--- config.mk ---
export PLATFORM = sky130hd
export DESIGN_NAME = biriscv_divider_seq_flat
export DESIGN_NICKNAME = d
export VERILOG_FILES = /design/src/rtl/biriscv_divider_seq_if.sv /design/src/rtl/biriscv_divider_seq.sv /design/src/flat_wrapper.sv
export SDC_FILE = /design/constraint.sdc
export NUM_CORES = 1
export LEC_CHECK = 0
export ABC_AREA = 1
export BUFFER_PORTS_ARGS = -buffer_cell sky130_fd_sc_hd__buf_2
export CAP_MARGIN = 5
export CORE_MARGIN = 3
export CORE_UTILIZATION = 30
export DETAILED_ROUTE_END_ITERATION = 10
export GPL_TIMING_DRIVEN = 0
export PLACE_DENSITY = 0.56
export SYNTH_ARGS = -nofsm -noshare
export SYNTH_HDL_FRONTEND = slang
export SYNTH_SLANG_ARGS = --single-unit
--- constraint.sdc ---
create_clock -name clk_i -period 8.05 [get_ports clk_i]
set_clock_uncertainty 0.1 [all_clocks]
set_input_delay 0.4025 -clock clk_i [delete_from_list [all_inputs] [get_ports clk_i]]
set_output_delay 0.4025 -clock clk_i [all_outputs]
set_load 0.1 [all_outputs]
--- src/rtl/biriscv_divider_seq_if.sv ---
// Issue/writeback interface of the sequential divider.
// The master (issue stage) presents an instruction, its operands and its
// register indices. The slave (divider) returns a one-cycle writeback pulse
// carrying the result and the destination index. While the divider is
// working it raises busy_o, and the issue stage holds back further divide
// operations until it drops.
interface biriscv_divider_seq_if;
  logic        opcode_valid_i;
  logic [31:0] opcode_opcode_i;
  logic [31:0] opcode_pc_i;
  logic        opcode_invalid_i;
  logic [4:0]  opcode_rd_idx_i;
  logic [4:0]  opcode_ra_idx_i;
  logic [4:0]  opcode_rb_idx_i;
  logic [31:0] opcode_ra_operand_i;
  logic [31:0] opcode_rb_operand_i;
  logic        writeback_valid_o;
  logic [31:0] writeback_value_o;
  logic [4:0]  writeback_rd_idx_o;
  logic        busy_o;

  modport master (
    output opcode_valid_i, opcode_opcode_i, opcode_pc_i, opcode_invalid_i,
           opcode_rd_idx_i, opcode_ra_idx_i, opcode_rb_idx_i,
           opcode_ra_operand_i, opcode_rb_operand_i,
    input  writeback_valid_o, writeback_value_o, writeback_rd_idx_o, busy_o
  );

  modport slave (
    input  opcode_valid_i, opcode_opcode_i, opcode_pc_i, opcode_invalid_i,
           opcode_rd_idx_i, opcode_ra_idx_i, opcode_rb_idx_i,
           opcode_ra_operand_i, opcode_rb_operand_i,
    output writeback_valid_o, writeback_value_o, writeback_rd_idx_o, busy_o
  );
endinterface

--- src/rtl/biriscv_divider_seq.sv ---
// Sequential RV32M divider. It handles DIV, DIVU, REM and REMU using a
// restoring radix-2 loop that retires one quotient bit per cycle.
//   clk_i, rst_i : clock, and an asynchronous active-high reset
//   div_if       : issue inputs (opcode, operands, rd index) and writeback
//                  outputs (valid pulse, value, rd index, busy)
// SPECIAL_FASTPATH=1 lets divide-by-zero and signed overflow finish in one
// cycle. With 0, those cases run the full 32 iterations. The result is the
// same either way; only the latency changes.
module biriscv_divider_seq #(
  parameter int SPECIAL_FASTPATH = 1
) (
  input  logic                  clk_i,
  input  logic                  rst_i,
  biriscv_divider_seq_if.slave  div_if
);

  typedef enum logic [1:0] {
    ST_IDLE = 2'd0,
    ST_CALC = 2'd1,
    ST_DONE = 2'd2
  } state_t;

  state_t      state_q;
  logic [5:0]  count_q;
  logic [31:0] divisor_q;
  logic [31:0] rem_q;
  logic [31:0] quot_q;
  logic [31:0] special_val_q;
  logic [4:0]  rd_q;
  logic        is_rem_q;
  logic        neg_quot_q;
  logic        neg_rem_q;
  logic        special_q;
  logic        wb_valid_q;
  logic [31:0] wb_value_q;
  logic [4:0]  wb_rd_q;

  // Decode
  logic [31:0] instr;
  logic [31:0] op_a;
  logic [31:0] op_b;
  logic        is_div_op;
  logic        accept;
  logic        op_signed;
  logic        op_rem;
  logic        div_by_zero;
  logic        overflow;
  logic        special;
  logic [31:0] special_val;
  logic [31:0] abs_a;
  logic [31:0] abs_b;

  assign instr     = div_if.opcode_opcode_i;
  assign op_a      = div_if.opcode_ra_operand_i;
  assign op_b      = div_if.opcode_rb_operand_i;
  // funct3[2] set selects the divide/remainder half of the M-extension
  assign is_div_op = (instr[6:0] == 7'b0110011) && (instr[31:25] == 7'b0000001) && instr[14];
  assign accept    = div_if.opcode_valid_i && !div_if.opcode_invalid_i && is_div_op &&
                     (state_q == ST_IDLE);
  assign op_signed = !instr[12];
  assign op_rem    = instr[13];

  assign div_by_zero = (op_b == '0);
  assign overflow    = op_signed && (op_a == 32'h8000_0000) && (op_b == '1);
  assign special     = div_by_zero || overflow;
  assign special_val = div_by_zero ? (op_rem ? op_a : '1)
                                   : (op_rem ? '0   : 32'h8000_0000);
  assign abs_a = (op_signed && op_a[31]) ? -op_a : op_a;
  assign abs_b = (op_signed && op_b[31]) ? -op_b : op_b;

  // These inputs do not affect the result.
  logic unused_ok;
  assign unused_ok = ^{div_if.opcode_pc_i, div_if.opcode_ra_idx_i, div_if.opcode_rb_idx_i,
                       instr[24:15], instr[11:7]};

  // One restoring step. The shifted partial remainder can reach 33 bits,
  // so the borrow is taken from a 34-bit difference.
  logic [32:0] shifted;
  logic [33:0] diff;
  logic        no_borrow;
  logic [31:0] rem_step;
  logic [31:0] quot_step;
  logic [31:0] result;

  always_comb begin
    shifted   = {rem_q, quot_q[31]};
    diff      = {1'b0, shifted} - {2'b00, divisor_q};
    no_borrow = !diff[33];
    rem_step  = no_borrow ? diff[31:0] : shifted[31:0];
    quot_step = {quot_q[30:0], no_borrow};
    if (special_q)
      result = special_val_q;
    else if (is_rem_q)
      result = neg_rem_q ? -rem_step : rem_step;
    else
      result = neg_quot_q ? -quot_step : quot_step;
  end

  always_ff @(posedge clk_i or posedge rst_i) begin
    if (rst_i) begin
      state_q       <= ST_IDLE;
      count_q       <= '0;
      divisor_q     <= '0;
      rem_q         <= '0;
      quot_q        <= '0;
      special_val_q <= '0;
      rd_q          <= '0;
      is_rem_q      <= 1'b0;
      neg_quot_q    <= 1'b0;
      neg_rem_q     <= 1'b0;
      special_q     <= 1'b0;
      wb_valid_q    <= 1'b0;
      wb_value_q    <= '0;
      wb_rd_q       <= '0;
    end else begin
      wb_valid_q <= 1'b0;
      case (state_q)
        ST_IDLE: begin
          if (accept) begin
            rd_q          <= div_if.opcode_rd_idx_i;
            is_rem_q      <= op_rem;
            neg_quot_q    <= op_signed && (op_a[31] ^ op_b[31]);
            neg_rem_q     <= op_signed && op_a[31];
            divisor_q     <= abs_b;
            rem_q         <= '0;
            quot_q        <= abs_a;
            count_q       <= '0;
            special_q     <= special;
            special_val_q <= special_val;
            if (special && (SPECIAL_FASTPATH != 0)) begin
              state_q    <= ST_DONE;
              wb_valid_q <= 1'b1;
              wb_value_q <= special_val;
              wb_rd_q    <= div_if.opcode_rd_idx_i;
            end else begin
              state_q <= ST_CALC;
            end
          end
        end
        ST_CALC: begin
          rem_q   <= rem_step;
          quot_q  <= quot_step;
          count_q <= count_q + 6'd1;
          // The 32nd step loads the writeback registers directly, so that
          // the outputs are valid for the whole DONE cycle.
          if (count_q == 6'd31) begin
            state_q    <= ST_DONE;
            wb_valid_q <= 1'b1;
            wb_value_q <= result;
            wb_rd_q    <= rd_q;
          end
        end
        ST_DONE: state_q <= ST_IDLE;
        default: state_q <= ST_IDLE;
      endcase
    end
  end

  assign div_if.writeback_valid_o  = wb_valid_q;
  assign div_if.writeback_value_o  = wb_value_q;
  assign div_if.writeback_rd_idx_o = wb_rd_q;
  assign div_if.busy_o             = (state_q != ST_IDLE);

endmodule

--- src/flat_wrapper.sv ---
// flat-port wrapper written by rule: the top's interface ports become plain ports
module biriscv_divider_seq_flat 
#(
  parameter int SPECIAL_FASTPATH = 1
)
  (clk_i, rst_i, div_if_opcode_valid_i, div_if_opcode_opcode_i, div_if_opcode_pc_i, div_if_opcode_invalid_i, div_if_opcode_rd_idx_i, div_if_opcode_ra_idx_i, div_if_opcode_rb_idx_i, div_if_opcode_ra_operand_i, div_if_opcode_rb_operand_i, div_if_writeback_valid_o, div_if_writeback_value_o, div_if_writeback_rd_idx_o, div_if_busy_o);
  biriscv_divider_seq_if div_if_i ();
  input  logic clk_i;
  input  logic rst_i;
  input wire logic [$bits(div_if_i.opcode_valid_i)-1:0] div_if_opcode_valid_i;
  input wire logic [$bits(div_if_i.opcode_opcode_i)-1:0] div_if_opcode_opcode_i;
  input wire logic [$bits(div_if_i.opcode_pc_i)-1:0] div_if_opcode_pc_i;
  input wire logic [$bits(div_if_i.opcode_invalid_i)-1:0] div_if_opcode_invalid_i;
  input wire logic [$bits(div_if_i.opcode_rd_idx_i)-1:0] div_if_opcode_rd_idx_i;
  input wire logic [$bits(div_if_i.opcode_ra_idx_i)-1:0] div_if_opcode_ra_idx_i;
  input wire logic [$bits(div_if_i.opcode_rb_idx_i)-1:0] div_if_opcode_rb_idx_i;
  input wire logic [$bits(div_if_i.opcode_ra_operand_i)-1:0] div_if_opcode_ra_operand_i;
  input wire logic [$bits(div_if_i.opcode_rb_operand_i)-1:0] div_if_opcode_rb_operand_i;
  output wire logic [$bits(div_if_i.writeback_valid_o)-1:0] div_if_writeback_valid_o;
  output wire logic [$bits(div_if_i.writeback_value_o)-1:0] div_if_writeback_value_o;
  output wire logic [$bits(div_if_i.writeback_rd_idx_o)-1:0] div_if_writeback_rd_idx_o;
  output wire logic [$bits(div_if_i.busy_o)-1:0] div_if_busy_o;
  assign div_if_i.opcode_valid_i = div_if_opcode_valid_i;
  assign div_if_i.opcode_opcode_i = div_if_opcode_opcode_i;
  assign div_if_i.opcode_pc_i = div_if_opcode_pc_i;
  assign div_if_i.opcode_invalid_i = div_if_opcode_invalid_i;
  assign div_if_i.opcode_rd_idx_i = div_if_opcode_rd_idx_i;
  assign div_if_i.opcode_ra_idx_i = div_if_opcode_ra_idx_i;
  assign div_if_i.opcode_rb_idx_i = div_if_opcode_rb_idx_i;
  assign div_if_i.opcode_ra_operand_i = div_if_opcode_ra_operand_i;
  assign div_if_i.opcode_rb_operand_i = div_if_opcode_rb_operand_i;
  assign div_if_writeback_valid_o = div_if_i.writeback_valid_o;
  assign div_if_writeback_value_o = div_if_i.writeback_value_o;
  assign div_if_writeback_rd_idx_o = div_if_i.writeback_rd_idx_o;
  assign div_if_busy_o = div_if_i.busy_o;
  biriscv_divider_seq #(.SPECIAL_FASTPATH(SPECIAL_FASTPATH)) u_core (.clk_i(clk_i), .rst_i(rst_i), .div_if(div_if_i));
endmodule
Word level (Yosys, flattened, before mapping) --
Index checks and enable logic that the tools add are counted.
Word-level totals: bits in registers 183, input bits 147, logic and storage cells 84
Operators by class: add/sub/neg operators 6, equal/unequal tests 9, mux-type cells 32, bitwise gates (word level) 1, reductions and logical operators 22
Operator list (number):
- $mux 32 | 15
- $pmux 32 s2 | 3
- $neg 32->32 | 4
- $eq 32x32->1 const B | 2
- $sub 33x32->34 | 1
- $logic_not 32->1 | 1
- $mux 5 | 3
- $pmux 6 s2 | 1
- $logic_and 1x1->1 | 10
- $pmux 5 s2 | 1
- $eq 7x1->1 const B | 1
- $eq 7x6->1 const B | 1
- $add 6x1->6 const B | 1
- $eq 6x5->1 const B | 1
- $mux 2 | 3
- $mux 6 | 1
- $ne 2x1->1 const B | 3
- $reduce_and 2->1 | 3
- $pmux 2 s2 | 1
- $reduce_and 4->1 | 1
- $reduce_bool 2->1 | 2
- $logic_not 1->1 | 3
- $mux 1 | 3
- $eq 2x1->1 const B | 1
- 4 further kinds | 4

Longest topological paths before layout --
Gate-level depths: netlist (run 1).
word-level depth 8, gate-level depth with buffers 30, mapped depth without buffers 29

Worst setup path after synthesis (run 1) --
Ideal clock, no wire load.
kind register to register, from reg u_core.rem_q[23], to reg u_core.wb_value_q[16], in the netlist u_core.div_if.writeback_value_o[16], arrival 3.536 ns, data required time 7.827 ns, path slack 4.291 ns, stages on the path, launching flop included 24, path buffers 1, clock period less this slack 3.759 ns, path through dfrtp_1 ha_1 a21oi_1 nand2_1 a21oi_2 nor2_2 nor2_4 nand2_4 buf_6 inv_2 ha_1 inv_1 nor3_1 nand2_1 nor3_1 nand2_1 nor3_1 nand2_1 o31ai_1 a21oi_1 o21ai_0 nand3_1 nand2_1 a21oi_1
On the way: cells in the longest elaborated chain, start to end 8, elaborated cells on any way between the ends 11, classes of those cells add/sub (3); mux (7); reduce/logical (1)
Ends and longest elaborated chain:
- start: declaration | RTL line biriscv_divider_seq.sv:26 | logic [31:0] rem_q;
- start signal: assignment | RTL line biriscv_divider_seq.sv:141 | rem_q <= rem_step;
- $sub 33x32->34 * | RTL line biriscv_divider_seq.sv:87 | diff = {1'b0, shifted} - {2'b00, divisor_q};
- $mux 32 or $logic_not 1->1 (tied branches) | RTL line biriscv_divider_seq.sv:89, biriscv_divider_seq.sv:88
- $neg 32->32, on equally long branches | RTL line biriscv_divider_seq.sv:94, biriscv_divider_seq.sv:96
- $mux 32, on equally long branches | RTL line biriscv_divider_seq.sv:94, biriscv_divider_seq.sv:96
- $mux 32 * | RTL line biriscv_divider_seq.sv:93 | else if (is_rem_q)
- $mux 32 * | RTL line biriscv_divider_seq.sv:91 | if (special_q)
- $mux 32 * | RTL line biriscv_divider_seq.sv:146 | if (count_q == 6'd31) begin
- $pmux 32 s2 * | RTL line biriscv_divider_seq.sv:117 | case (state_q)
- end signal: assignment | RTL line biriscv_divider_seq.sv:133 | wb_value_q <= special_val;
- end signal: assignment | RTL line biriscv_divider_seq.sv:149 | wb_value_q <= result;
- end: declaration | RTL line biriscv_divider_seq.sv:35 | logic [31:0] wb_value_q;
Every way passes the cells marked *; elsewhere a longest branch is shown, timed or not. The select of a mux whose other input is x is not followed. A chain may end at the register's enable or synchronous reset.

Worst setup path in the final report (run 1) --
from reg u_core.divisor_q[28], to reg u_core.wb_value_q[22], in the netlist u_core.div_if.writeback_value_o[22]
On the way: cells in the longest elaborated chain, start to end 8, elaborated cells on any way between the ends 11, classes of those cells add/sub (3); mux (7); reduce/logical (1)
Ends and longest elaborated chain:
- start: declaration | RTL line biriscv_divider_seq.sv:25 | logic [31:0] divisor_q;
- start signal: assignment | RTL line biriscv_divider_seq.sv:124 | divisor_q <= abs_b;
- $sub 33x32->34 * | RTL line biriscv_divider_seq.sv:87
- $mux 32 or $logic_not 1->1 (tied branches) | RTL line biriscv_divider_seq.sv:89, biriscv_divider_seq.sv:88
- $neg 32->32, on equally long branches | RTL line biriscv_divider_seq.sv:94, biriscv_divider_seq.sv:96
- $mux 32, on equally long branches | RTL line biriscv_divider_seq.sv:94, biriscv_divider_seq.sv:96
- $mux 32 * | RTL line biriscv_divider_seq.sv:93
- $mux 32 * | RTL line biriscv_divider_seq.sv:91
- $mux 32 * | RTL line biriscv_divider_seq.sv:146
- $pmux 32 s2 * | RTL line biriscv_divider_seq.sv:117
Marks and branches as above.

==> impl_results.md, run 1 <==
- TritonRoute pass-1 iters: 5
- Final worst slack: 2.48 ns
- Clock Pin Slew Worst Setup and Hold Paths: 0.07 ns
- Switch Pwr: 3.96 mW
- GRT overflow: 0
- R2R Setup Slk: 2.48 ns
- Vias in the first global route: 15800
- Initial antenna violation count: 1
- Chip Height: 231 um
- Worst Hold End: u_core.rd_q[4]
- Synth async-reset ratio: 1.00
- Syn Inst Count: 2426
- Top FF cell, synth: dfrtp_1
- Slew headroom: 0.371
- Post-Syn Nets: 2612
- Startpoint Class: register
- Largest net degree at the start of global routing: 108
- Area grow syn2layout: 13.9%
- Hpwl dp: 51.2 mm
- Gr usage total: 0.235
- Fin Setup TNS: 0 ns
- Core Rows: 81
- Mean routed wirelength per cell: 19.4 um
- Clock Tree Buf Depth: 2
- Pint: 2.89 mW
- Via density: 5.08
- Critical R2R Capture: u_core.div_if.writeback_value_o[22]
- Die area: 53500 um2
- # setup viols final: 0
- H-Tree Level Count: 4
- Final WL: 63.0 mm
- Ports: 186
- CTS resizes: 0
- Hold_buf cts: 1
- Worst slew pin tran: 0.936 ns
- Leak: 8.69 nW
- PwrDens: 394 nW/um2
- Status: completed
- Cts bufs inserted: 17
- Post-synth EDFFs: 0
- Postcts setup bufs: 0
- Unique masters post-synth: 54
- Tot Pwr: 6.85 mW
- Ys Warns: 0
- Clk Tree Root Cell: clkbuf_16
- Crit end category: register
- Clock Power Share: 0.132
- CP max-delay cell: nor3_1
- Final period util: 0.693
- Synth Area per Inst: 6.28 um2
- CTS sink cnt: 183
- Layout Nets: 2761
- Max Slew Vio Count: 0
- HP Class: input port to register
- DRC: 0
- Skew-Pair Late Insertion Delay: 0.47 ns
- Die width: 231 um
- Mapped Area: 15200 um2
- DR iter-0 viols: 1476
- RR Startpoint: u_core.divisor_q[28]
- Share of layout cells above drive strength 1: 0.118
- Delay-heaviest family, CP: simple AND/OR/NAND/NOR gates
- Maxcap violations: 0
- Register area share after synthesis: 0.300
- Worst-path maximum fanout: 10
- Critical Path RT: 8.30 ns
- Hold Crit Start: div_if_opcode_rd_idx_i[4]
- Setup WS pre-CTS: 2.63 ns
- Crit path time final: 5.57 ns
- Seq cells post-synth: 183
- Detail Route Antenna Nets: 0
- Gate power share: 0.652
- R2r worst-path depth: 28
- Most used cell along the critical path: nand2_1
- Worst path max stage delay: 0.74 ns
- Highest clock rate: 0.179 GHz
- Placer Congestion: 0.974
- Hold Crit Depth: 3
- RSZ-0062 raised after global routing: no
- TritonCTS clock tree: yes
- Switching Share: 0.578
- Core area: 49600 um2
- First-pass GRT wire length: 96.1 mm
- Final Hold Fails: 0
- Data arrival, critical path: 5.83 ns
- Worst path buffer plus inverter count: 7
- Sequential power share: 0.215
- Crit Path Category: register to register
- Initial Util: 0.308
- Max VDD drop: 0.268 mV
- # port buffers: 128
- Vias: 16500
==> per-layer routing <==
metal  GRT usage  up-vias  wire (um)
li1            -     8079          -
met1       0.325     7805      29100
met2       0.377      543      28300
met3      0.0297      105       3440
met4      0.0875        2       2160
met5           0        -         10
==> kinds of logic (layout without fill, tap and decap cells) <==
group | count (synthesis) | after routing | share of synthesized area
flip-flops | 183 | 183 | 0.300
AND/OR/NAND/NOR | 1346 | 1346 | 0.385
multiplexers | 2 | 2 | 0.00140
AO/OA/AOI/OAI | 396 | 396 | 0.144
XOR/XNOR | 46 | 46 | 0.0264
other | 0 | 1 | 0
adder cells (fa/ha/maj) | 39 | 39 | 0.0325
buffers and inverters | 414 | 575 | 0.110
==> sequential cells by signal, indices dropped and copies added (netlist names), 2 cells and up <==
signal / count
u_core.count_q: 6
u_core.quot_q: 32
u_core.state_q: 2
u_core.divisor_q: 32
u_core.rd_q: 5
u_core.special_val_q: 32
u_core.div_if.writeback_rd_idx_o: 5
u_core.div_if.writeback_value_o: 32
u_core.rem_q: 32
==> synthesized netlist by cell type, types with 6 or more instances <==
cell	number	area, um2
nand2_1	616	2310
nor2_1	393	1480
inv_1	304	1140
dfrtp_1	183	4580
o21ai_0	174	871
nand3_1	151	756
a21oi_1	137	686
clkbuf_1	63	236
ha_1	38	475
xor2_1	37	324
nand4_1	36	225
nor3_1	34	170
nand2_2	27	169
nand3_2	18	180
nor2_2	18	113
o221ai_1	17	149
inv_2	15	56.3
o22ai_1	15	93.8
o211ai_1	12	90.1
nor2_4	11	124
a31oi_1	9	56.3
xnor2_1	9	78.8
buf_1	8	30.0
buf_2	8	40.0
buf_6	8	90.1
o21ai_1	8	40.0
nand2_4	7	78.8
nand3b_1	7	52.6
or2_2	7	43.8
a21oi_2	6	52.6
nor3_2	6	60.1
nor4_1	6	37.5
==> metrics by stage <==
stage / utilization / cells / area (um2) / hold slack, ns
floorplan: - / 2426 / 15200 / 0.342
global placement: 0.337 / 3218 / 16700 / 0.358
detailed placement: 0.338 / 3219 / 16700 / 0.363
CTS: 0.350 / 3251 / 17400 / 0.0405
global route: 0.350 / 3251 / 17400 / 0.0794
finish: 0.350 / 3252 / 17400 / 0.0586
==> cells in the final DEF, fill, tap and decap left out, types with 8 or more instances in the layout <==
cell / n
buf_6: 8
xnor2_1: 9
inv_2: 15
o22ai_1: 15
clkbuf_1: 65
a31oi_1: 9
dfrtp_1: 183
nand2_1: 616
nand4_1: 36
inv_1: 303
buf_2: 136
o221ai_1: 17
nor2_1: 393
o211ai_1: 12
nor2_4: 11
buf_1: 8
nor3_1: 34
xor2_1: 37
a21oi_1: 137
nand3_1: 151
nor2_2: 18
o21ai_0: 174
nand2_2: 27
o21ai_1: 8
ha_1: 38
nand3_2: 18
clkbuf_16: 17
==> power groups by stage <==
stage / registers [mW] / clock network [mW] / logic, mW
finish: 1.47 / 0.905 / 4.47
global route: 1.50 / 0.953 / 4.91
CTS: 1.47 / 0.921 / 4.43
detailed placement: 1.49 / 0 / 4.41
global placement: 1.48 / 0 / 4.40
floorplan: 2.04 / 0 / 2.60
==> cell type report <==
cell class / count / area (um2)
plain buffers: 94 / 477
repair buffers: 130 / 678
diodes: 1 / 2.50
well taps: 664 / 831
clock inverters: 10 / 146
inverters: 320 / 1210
clock buffers: 21 / 460
flip-flops and latches: 183 / 4580
fillers: 5541 / 32200
multi-input cells: 1829 / 8980
==> worst register-to-register path: cells and delay by family, from the launching register on <==
family | cells | cell delay [ns]
flip-flops | 1 | 0.36
AO/OA/AOI/OAI | 6 | 0.99
AND/OR/NAND/NOR | 13 | 2.55
buffers and inverters | 7 | 0.93
adder cells (fa/ha/maj) | 2 | 0.55
==> worst max path at each step <==
stage / from / to / cells past startpoint
finish: u_core.divisor_q[28] / u_core.div_if.writeback_value_o[22] / 28
global route: u_core.divisor_q[28] / u_core.div_if.writeback_value_o[22] / 28
CTS: u_core.divisor_q[26] / u_core.div_if.writeback_value_o[22] / 28
detailed placement: u_core.divisor_q[26] / u_core.div_if.writeback_value_o[22] / 28
global placement: rst_i / u_core.div_if.writeback_value_o[28] / 2
floorplan: rst_i / u_core.count_q[0] / 1
No activity file was read; power rests on OpenSTA's default activity.
==> run 2, diff against run 1 <==
--- a/config.mk
+++ b/config.mk
@@ -5,7 +5,7 @@
 export SDC_FILE = /design/constraint.sdc
 export NUM_CORES = 1
 export LEC_CHECK = 0
-export ABC_AREA = 1
+export ABC_AREA = 0
 export BUFFER_PORTS_ARGS = -buffer_cell sky130_fd_sc_hd__buf_2
 export CAP_MARGIN = 5
 export CORE_MARGIN = 3
==> constraint.sdc (replaced) <==
create_clock -name clk_i -period 5.6 [get_ports clk_i]
set_clock_uncertainty 0.1 [all_clocks]
set_input_delay 0.28 -clock clk_i [delete_from_list [all_inputs] [get_ports clk_i]]
set_output_delay 0.28 -clock clk_i [all_outputs]
set_load 0.1 [all_outputs]
==> run 2 against run 1 <==
Against the previous run: clock power up 37%; sequential power down 9.5%; register-to-register slack worse by 2.2 ns; maximum frequency grew 4.2%; sequential share of layout area is 1.7 points higher; synthesized area is 7.4% lower; synthesized cell count down 27%; die area down 7.2%; worst setup slack worse by 2.2 ns; via count fell by 12%; critical path depth fell by 9; global-route usage fell by 1.3 points.
==> impl_results.md, run 2 <==
- Filler Cells Inserted: 4789 (was 5541)
- Slew headroom: 0.237 (was 0.371)
- Worst slew pin tran: 1.15 ns (was 0.936 ns)
- Fin Setup TNS: 0 ns (unchanged)
- # setup viols final: 0 (unchanged)
- TritonCTS clock tree: yes (unchanged)
- Unique masters post-synth: 98 (was 54)
- CP max-delay cell: a2111oi_1 (was nor3_1)
- Crit path time final: 5.35 ns (was 5.57 ns)
- Share of layout cells above drive strength 1: 0.126 (was 0.118)
- Synth async-reset ratio: 1.00 (unchanged)
- Crit Path Category: register to register (unchanged)
- Max VDD drop: 0.181 mV (was 0.268 mV)
- Critical path, cell by cell: ha_1 > a21oi_1 > o21ai_1 > a2111oi_1 > a21boi_4 > nand2_4 > inv_2 > buf_2 > ha_1 > nand3_1 > or3_1 > nand2b_1 > o21ai_0 > xor2_1 > nor3_1 > a211oi_1 > a211oi_1 > a21oi_1 > o31ai_1
- Clock Tree Buf Depth: 2 (unchanged)
- Largest area contributor in the netlist: dfrtp_1 (unchanged)
- Hpwl dp: 44.2 mm (was 51.2 mm)
- Final WL: 56.6 mm (was 63.0 mm)
- Hold Slack: 0.0298 ns (was 0.0586 ns)
- Maxcap violations: 0 (unchanged)
- Initial Util: 0.307 (was 0.308)
- Vias in the first global route: 13800 (was 15800)
- RSZ-0062 raised after global routing: no (unchanged)
- Dpl cell area: 15500 um2 (was 16700 um2)
- # port buffers: 128 (unchanged)
- GRT overflow: 0 (unchanged)
- Seq cells post-synth: 183 (unchanged)
- HP Class: input port to register (unchanged)
- Via density: 5.74 (was 5.08)
- Clk Tree Root Cell: clkbuf_16 (unchanged)
- Die width: 223 um (was 231 um)
- Skew-Pair Late Insertion Delay: 0.47 ns (about the same)
- CTS sink cnt: 183 (unchanged)
- Most frequent cells in the layout: nand2_1 (237), dfrtp_1 (183), o21ai_0 (180) (was nand2_1 (616), nor2_1 (393), inv_1 (303))
- Post-synth EDFFs: 0 (unchanged)
- Initial antenna violation count: 0 (was 1)
- DRC: 0 (unchanged)
- Crit end category: register (unchanged)
- Data arrival, critical path: 5.61 ns (was 5.83 ns)
- RR Startpoint: u_core.rem_q[27] (was u_core.divisor_q[28])
- Area grow syn2layout: 15.4% (was 13.9%)
- Die area: 49700 um2 (was 53500 um2)
- Cts bufs inserted: 17 (unchanged)
- Ports: 186 (unchanged)
- Critical Path RT: 5.86 ns (was 8.30 ns)
- Clock Pin Slew Worst Setup and Hold Paths: 0.08 ns (was 0.07 ns)
- Register area share after synthesis: 0.324 (was 0.300)
- Detail Route Antenna Nets: 0 (unchanged)
- Top cells by count, synth: nand2_1 (237), dfrtp_1 (183), o21ai_0 (180) (was nand2_1 (616), nor2_1 (393), inv_1 (304))
- Core Rows: 78 (was 81)
- Mean routed wirelength per cell: 22.3 um (was 19.4 um)
- Vias: 14600 (was 16500)
- Max Slew Vio Count: 0 (unchanged)
- TritonRoute pass-1 iters: 7 (was 5)
- First-pass GRT wire length: 85.6 mm (was 96.1 mm)
- Chip Height: 223 um (was 231 um)
- Leading cell type in the layout, fill and taps excluded: nand2_1 (unchanged)
- Startpoint Class: register (unchanged)
- Leak: 6.60 nW (was 8.69 nW)
- Top FF cell, synth: dfrtp_1 (unchanged)
- Ranking of synthesized cells by area: dfrtp_1 (32%), o21ai_0 (6.4%), nand2_1 (6.3%) (was dfrtp_1 (30%), nand2_1 (15%), nor2_1 (9.7%))
- Crit. Startpoint: u_core.rem_q[27] (was u_core.divisor_q[28])
- Syn Inst Count: 1774 (was 2426)
- Mapped Area: 14100 um2 (was 15200 um2)
- Final period util: 0.955 (was 0.693)
- Gr usage total: 0.223 (was 0.235)
- Final Hold Fails: 0 (unchanged)
- Worst-path maximum fanout: 19 (was 10)
- Count leader, synth: nand2_1 (unchanged)
- Synth Area per Inst: 7.96 um2 (was 6.28 um2)
- PwrDens: 176 nW/um2 (was 394 nW/um2)
- Core area: 46000 um2 (was 49600 um2)
- H-Tree Level Count: 4 (unchanged)
- Top-area cell type share of the netlist area: 0.324 (was 0.300)
- Design area: 16300 um2 (was 17400 um2)
- Post-Syn Nets: 1960 (was 2612)
- Ys Warns: 0 (unchanged)
- DR iter-0 viols: 1329 (was 1476)
- Tot Pwr: 2.87 mW (was 6.85 mW)
- Worst path max stage delay: 0.57 ns (was 0.74 ns)
- Hold Crit Start: div_if_opcode_rb_operand_i[1] (was div_if_opcode_rd_idx_i[4])
- Layout Nets: 2115 (was 2761)
- Largest net degree at the start of global routing: 97 (was 108)
- Highest clock rate: 0.187 GHz (was 0.179 GHz)
- Status: completed (unchanged)
- Placer Congestion: 0.970 (was 0.974)
==> run 2: area by class of cell <==
cell class / instances / area [um2] / share of cell area
multi-input cells: 1416 / 8930 / 0.548
flip-flops and latches: 183 / 4580 / 0.281
repair buffers: 138 / 751 / 0.0461
well taps: 600 / 751 / 0.0461
plain buffers: 107 / 447 / 0.0274
clock buffers: 18 / 439 / 0.0270
inverters: 66 / 255 / 0.0157
clock inverters: 14 / 134 / 0.00822
diodes: 1 / 2.50 / 0.000154
==> run 2: metrics by stage <==
step / util / worst slack (ns) / cells
6_report: 0.354 / 0.251 / 2543
5_1_grt: 0.354 / 0.00380 / 2542
4_1_cts: 0.353 / 0.0136 / 2543
3_5_place_dp: 0.338 / -0.625 / 2503
3_3_place_gp: 0.337 / -2.41 / 2502
2_1_floorplan: - / 0.248 / 1774
==> run 2: cells by family (layout without fill, tap and decap cells) <==
logic type | after synthesis | count (layout) | synth area share
buffers and inverters | 175 | 343 | 0.0494
AO/OA/AOI/OAI | 569 | 569 | 0.262
adder cells (fa/ha/maj) | 39 | 39 | 0.0351
XOR/XNOR | 138 | 138 | 0.0856
multiplexers | 35 | 35 | 0.0260
other | 0 | 1 | 0
AND/OR/NAND/NOR | 635 | 635 | 0.217
flip-flops | 183 | 183 | 0.324
==> run 2: what timing repair did <==
item,in CTS,in global routing
pin swaps,3,2
endpoints found under the hold margin,92,0
resized for setup,11,9
hold buffers,6,0
setup buffers,3,0
endpoints found under the setup margin,12,10
==> run 2: per-layer routing <==
layer / vias up / GRT usage / wire, um
li1: 6719 / - / -
met2: 611 / 0.346 / 25400
met1: 7182 / 0.314 / 25200
met3: 81 / 0.0338 / 4280
met5: - / 0 / 0
met4: 0 / 0.0808 / 1790
==> run 2: final timing paths <==
kind,slack [ns],end,cells past startpoint
worst max-delay path,0.25,u_core.div_if.writeback_value_o[30],19
worst min-delay path,0.03,u_core.divisor_q[1],3
worst max register to register,0.25,u_core.div_if.writeback_value_o[30],19
worst min register to register,0.37,u_core.rd_q[0],2
max in group asynchronous,4.12,u_core.div_if.writeback_value_o[10],4
min in group asynchronous,0.34,u_core.rem_q[24],3
==> run 2: power by group <==
group | total [mW] | switching, mW | internal, mW
clock network | 1.24 | 0.641 | 0.602
registers | 1.33 | 0.00879 | 1.33
logic | 0.298 | 0.194 | 0.104
==> run 2: critical path: cells and delay by family (launching register included) <==
kind / cells / cell delay (ns)
AO/OA/AOI/OAI: 9 / 2.04
XOR/XNOR: 1 / 0.25
adder cells (fa/ha/maj): 2 / 0.65
buffers and inverters: 2 / 0.67
flip-flops: 1 / 0.42
AND/OR/NAND/NOR: 5 / 1.12
==> run 3, diff against run 2 <==
--- a/config.mk
+++ b/config.mk
@@ -12,7 +12,7 @@
 export CORE_UTILIZATION = 30
 export DETAILED_ROUTE_END_ITERATION = 10
 export GPL_TIMING_DRIVEN = 0
-export PLACE_DENSITY = 0.56
+export PLACE_DENSITY = 0.58
 export SYNTH_ARGS = -nofsm -noshare
 export SYNTH_HDL_FRONTEND = slang
 export SYNTH_SLANG_ARGS = --single-unit
==> constraint.sdc (replaced) <==
create_clock -name clk_i -period 4.8 [get_ports clk_i]
set_clock_uncertainty 0.1 [all_clocks]
set_input_delay 0.24 -clock clk_i [delete_from_list [all_inputs] [get_ports clk_i]]
set_output_delay 0.24 -clock clk_i [all_outputs]
set_load 0.1 [all_outputs]
==> run 3 against run 2 <==
Against the previous run: sequential share of layout area shrank 1.3 points; non-clock buffer count grew 45; clock-buffer cell count is the same; core utilization grew 1.9 points.
==> impl_results.md, run 3 (same netlist as run 2, synthesis figures left out) <==
- DR iter-0 viols: 1410 (was 1329)
- CTS sink cnt: 183 (unchanged)
- H-Tree Level Count: 4 (unchanged)
- Final Hold Fails: 0 (unchanged)
- Via density: 5.79 (was 5.74)
- Ports: 186 (unchanged)
- Maxcap violations: 0 (unchanged)
- Tot Pwr: 3.38 mW (was 2.87 mW)
- GRT overflow: 0 (unchanged)
- Detail Route Antenna Nets: 0 (unchanged)
- Fin Setup TNS: 0 ns (unchanged)
- Vias in the first global route: 14400 (was 13800)
- Skew-Pair Late Insertion Delay: 0.48 ns (was 0.47 ns)
- Final period util: 0.996 (was 0.955)
- Crit end category: register (unchanged)
- Vias: 15000 (was 14600)
- Final WL: 58.2 mm (was 56.6 mm)
- First-pass GRT wire length: 87.8 mm (was 85.6 mm)
- Dpl cell area: 15600 um2 (was 15500 um2)
- Highest clock rate: 0.209 GHz (was 0.187 GHz)
- Leak: 6.88 nW (was 6.60 nW)
- Leading cell type in the layout, fill and taps excluded: nand2_1 (unchanged)
- HP Class: input port to register (unchanged)
- Crit path time final: 4.78 ns (was 5.35 ns)
- TritonRoute pass-1 iters: 6 (was 7)
- Hold Crit Depth: 3 (unchanged)
- Largest net degree at the start of global routing: 39 (was 97)
- Hpwl dp: 44.9 mm (was 44.2 mm)
- Crit Path Category: register to register (unchanged)
- Final Non-Filler Cells: 2588 (was 2543)
- Pint: 2.37 mW (was 2.03 mW)
- TritonCTS clock tree: yes (unchanged)
- Initial Util: 0.307 (unchanged)
- Gr usage total: 0.228 (was 0.223)
- Mean routed wirelength per cell: 22.5 um (was 22.3 um)
- Placer Congestion: 0.963 (was 0.970)
- Clock Tree Buf Depth: 2 (unchanged)
- DRC: 0 (unchanged)
- Gate power share: 0.111 (was 0.104)
- Sequential power share: 0.461 (was 0.464)
- Chip Height: 223 um (unchanged)
- Clk Tree Root Cell: clkbuf_16 (unchanged)
- Share of layout cells above drive strength 1: 0.172 (was 0.126)
- Clock Pin Slew Worst Setup and Hold Paths: 0.08 ns (about the same)
- Critical Path RT: 5.06 ns (was 5.86 ns)
- Status: completed (unchanged)
- PwrDens: 197 nW/um2 (was 176 nW/um2)
- Core Rows: 78 (unchanged)
- R2r worst-path depth: 19 (unchanged)
- Core area: 46000 um2 (unchanged)
- Slew headroom: 0.287 (was 0.237)
- Switch Pwr: 1.01 mW (was 843 uW)
- Cts bufs inserted: 17 (unchanged)
- Most frequent cells in the layout: nand2_1 (236), o21ai_0 (176), dfrtp_1 (172) (was nand2_1 (237), dfrtp_1 (183), o21ai_0 (180))
- Startpoint Class: register (unchanged)
- Layout Nets: 2161 (was 2115)
- Max VDD drop: 0.228 mV (was 0.181 mV)
- Area grow syn2layout: 21.6% (was 15.4%)
- Die area: 49700 um2 (unchanged)
- Initial antenna violation count: 1 (was 0)
- Worst-path maximum fanout: 7 (was 19)
- Max Slew Vio Count: 0 (unchanged)
- # setup viols final: 0 (unchanged)
- Placed Cells incl. Taps: 2508 (was 2503)
- Worst slew pin tran: 1.07 ns (was 1.15 ns)
- Data arrival, critical path: 5.04 ns (was 5.61 ns)
- RSZ-0062 raised after global routing: yes (was no)
- Switching Share: 0.298 (was 0.293)
- # port buffers: 128 (unchanged)
- Clock Power Share: 0.428 (was 0.432)
- Design area: 17200 um2 (was 16300 um2)
- Die width: 223 um (unchanged)
run 3: worst max-delay path: stages (launching register included):
cell and delay [ns]:
dfrtp_1 0.48, ha_1 0.49, nand2_2 0.16, o21ai_2 0.26
a41o_1 0.32, a21boi_4 0.10, nand2_4 0.12, buf_12 0.14
mux2i_4 0.30, ha_4 0.20, nand3_4 0.07, or3_4 0.37
nor4b_4 0.25, buf_4 0.17, a21oi_4 0.06, nor4_4 0.26
buf_4 0.15, a41oi_2 0.12, xor2_1 0.21, a221o_1 0.32
run 3: routing by layer:
layer  wire [um]  share of wire  track usage
met5           0              0            0
met4        2310          0.040       0.0931
met3        4310          0.074       0.0395
met2       26100           0.45        0.356
met1       25500           0.44        0.313
run 3: what timing repair did:
action	in CTS	in global routing
hold endpoints to repair	58	0
hold buffers	11	0
gates resized for setup	68	59
endpoints found under the setup margin	17	14
pin swaps	21	33
cloned	1	0
buffers inserted	18	19
run 3: stage by stage:
stage          utilization  setup WS [ns]  hold WS [ns]
4_1_cts              0.364         0.0112       0.00261
3_5_place_dp         0.340          -1.56         0.167
2_1_floorplan            -        0.00324         0.236
5_1_grt              0.373         -0.123        0.0308
3_3_place_gp         0.338          -1.44         0.354
6_report             0.373         0.0196        0.0211
run 3: path summary, 6_finish.rpt:
check,endpoint,start,slack (ns)
worst max-delay path,u_core.div_if.writeback_value_o[26],u_core.rem_q[18],0.02
worst min-delay path,u_core.divisor_q[18],div_if_opcode_rb_operand_i[18],0.02
worst max register to register,u_core.div_if.writeback_value_o[26],u_core.rem_q[18],0.02
worst min register to register,u_core.rd_q[3],u_core.rd_q[3],0.37
max in group asynchronous,u_core.rem_q[14],rst_i,3.55
min in group asynchronous,u_core.div_if.writeback_value_o[18],rst_i,0.19
run 3: layout make-up:
type	count	area, um2
clock inverters	13	136
inverters	66	256
repair buffers	182	1140
plain buffers	108	505
well taps	600	751
multi-input cells	1417	9340
clock buffers	18	429
diodes	1	2.50
flip-flops and latches	183	4590
fillers	4771	28800
run 3: power by group through the flow:
stage	Combinational [mW]	Sequential [mW]	Clock [mW]
after floorplan	0.194	1.58	0
after global placement	0.338	1.59	0
after detailed placement	0.351	1.59	0
after CTS	0.365	1.56	1.45
after global routing	0.407	1.56	1.51
final	0.376	1.56	1.44
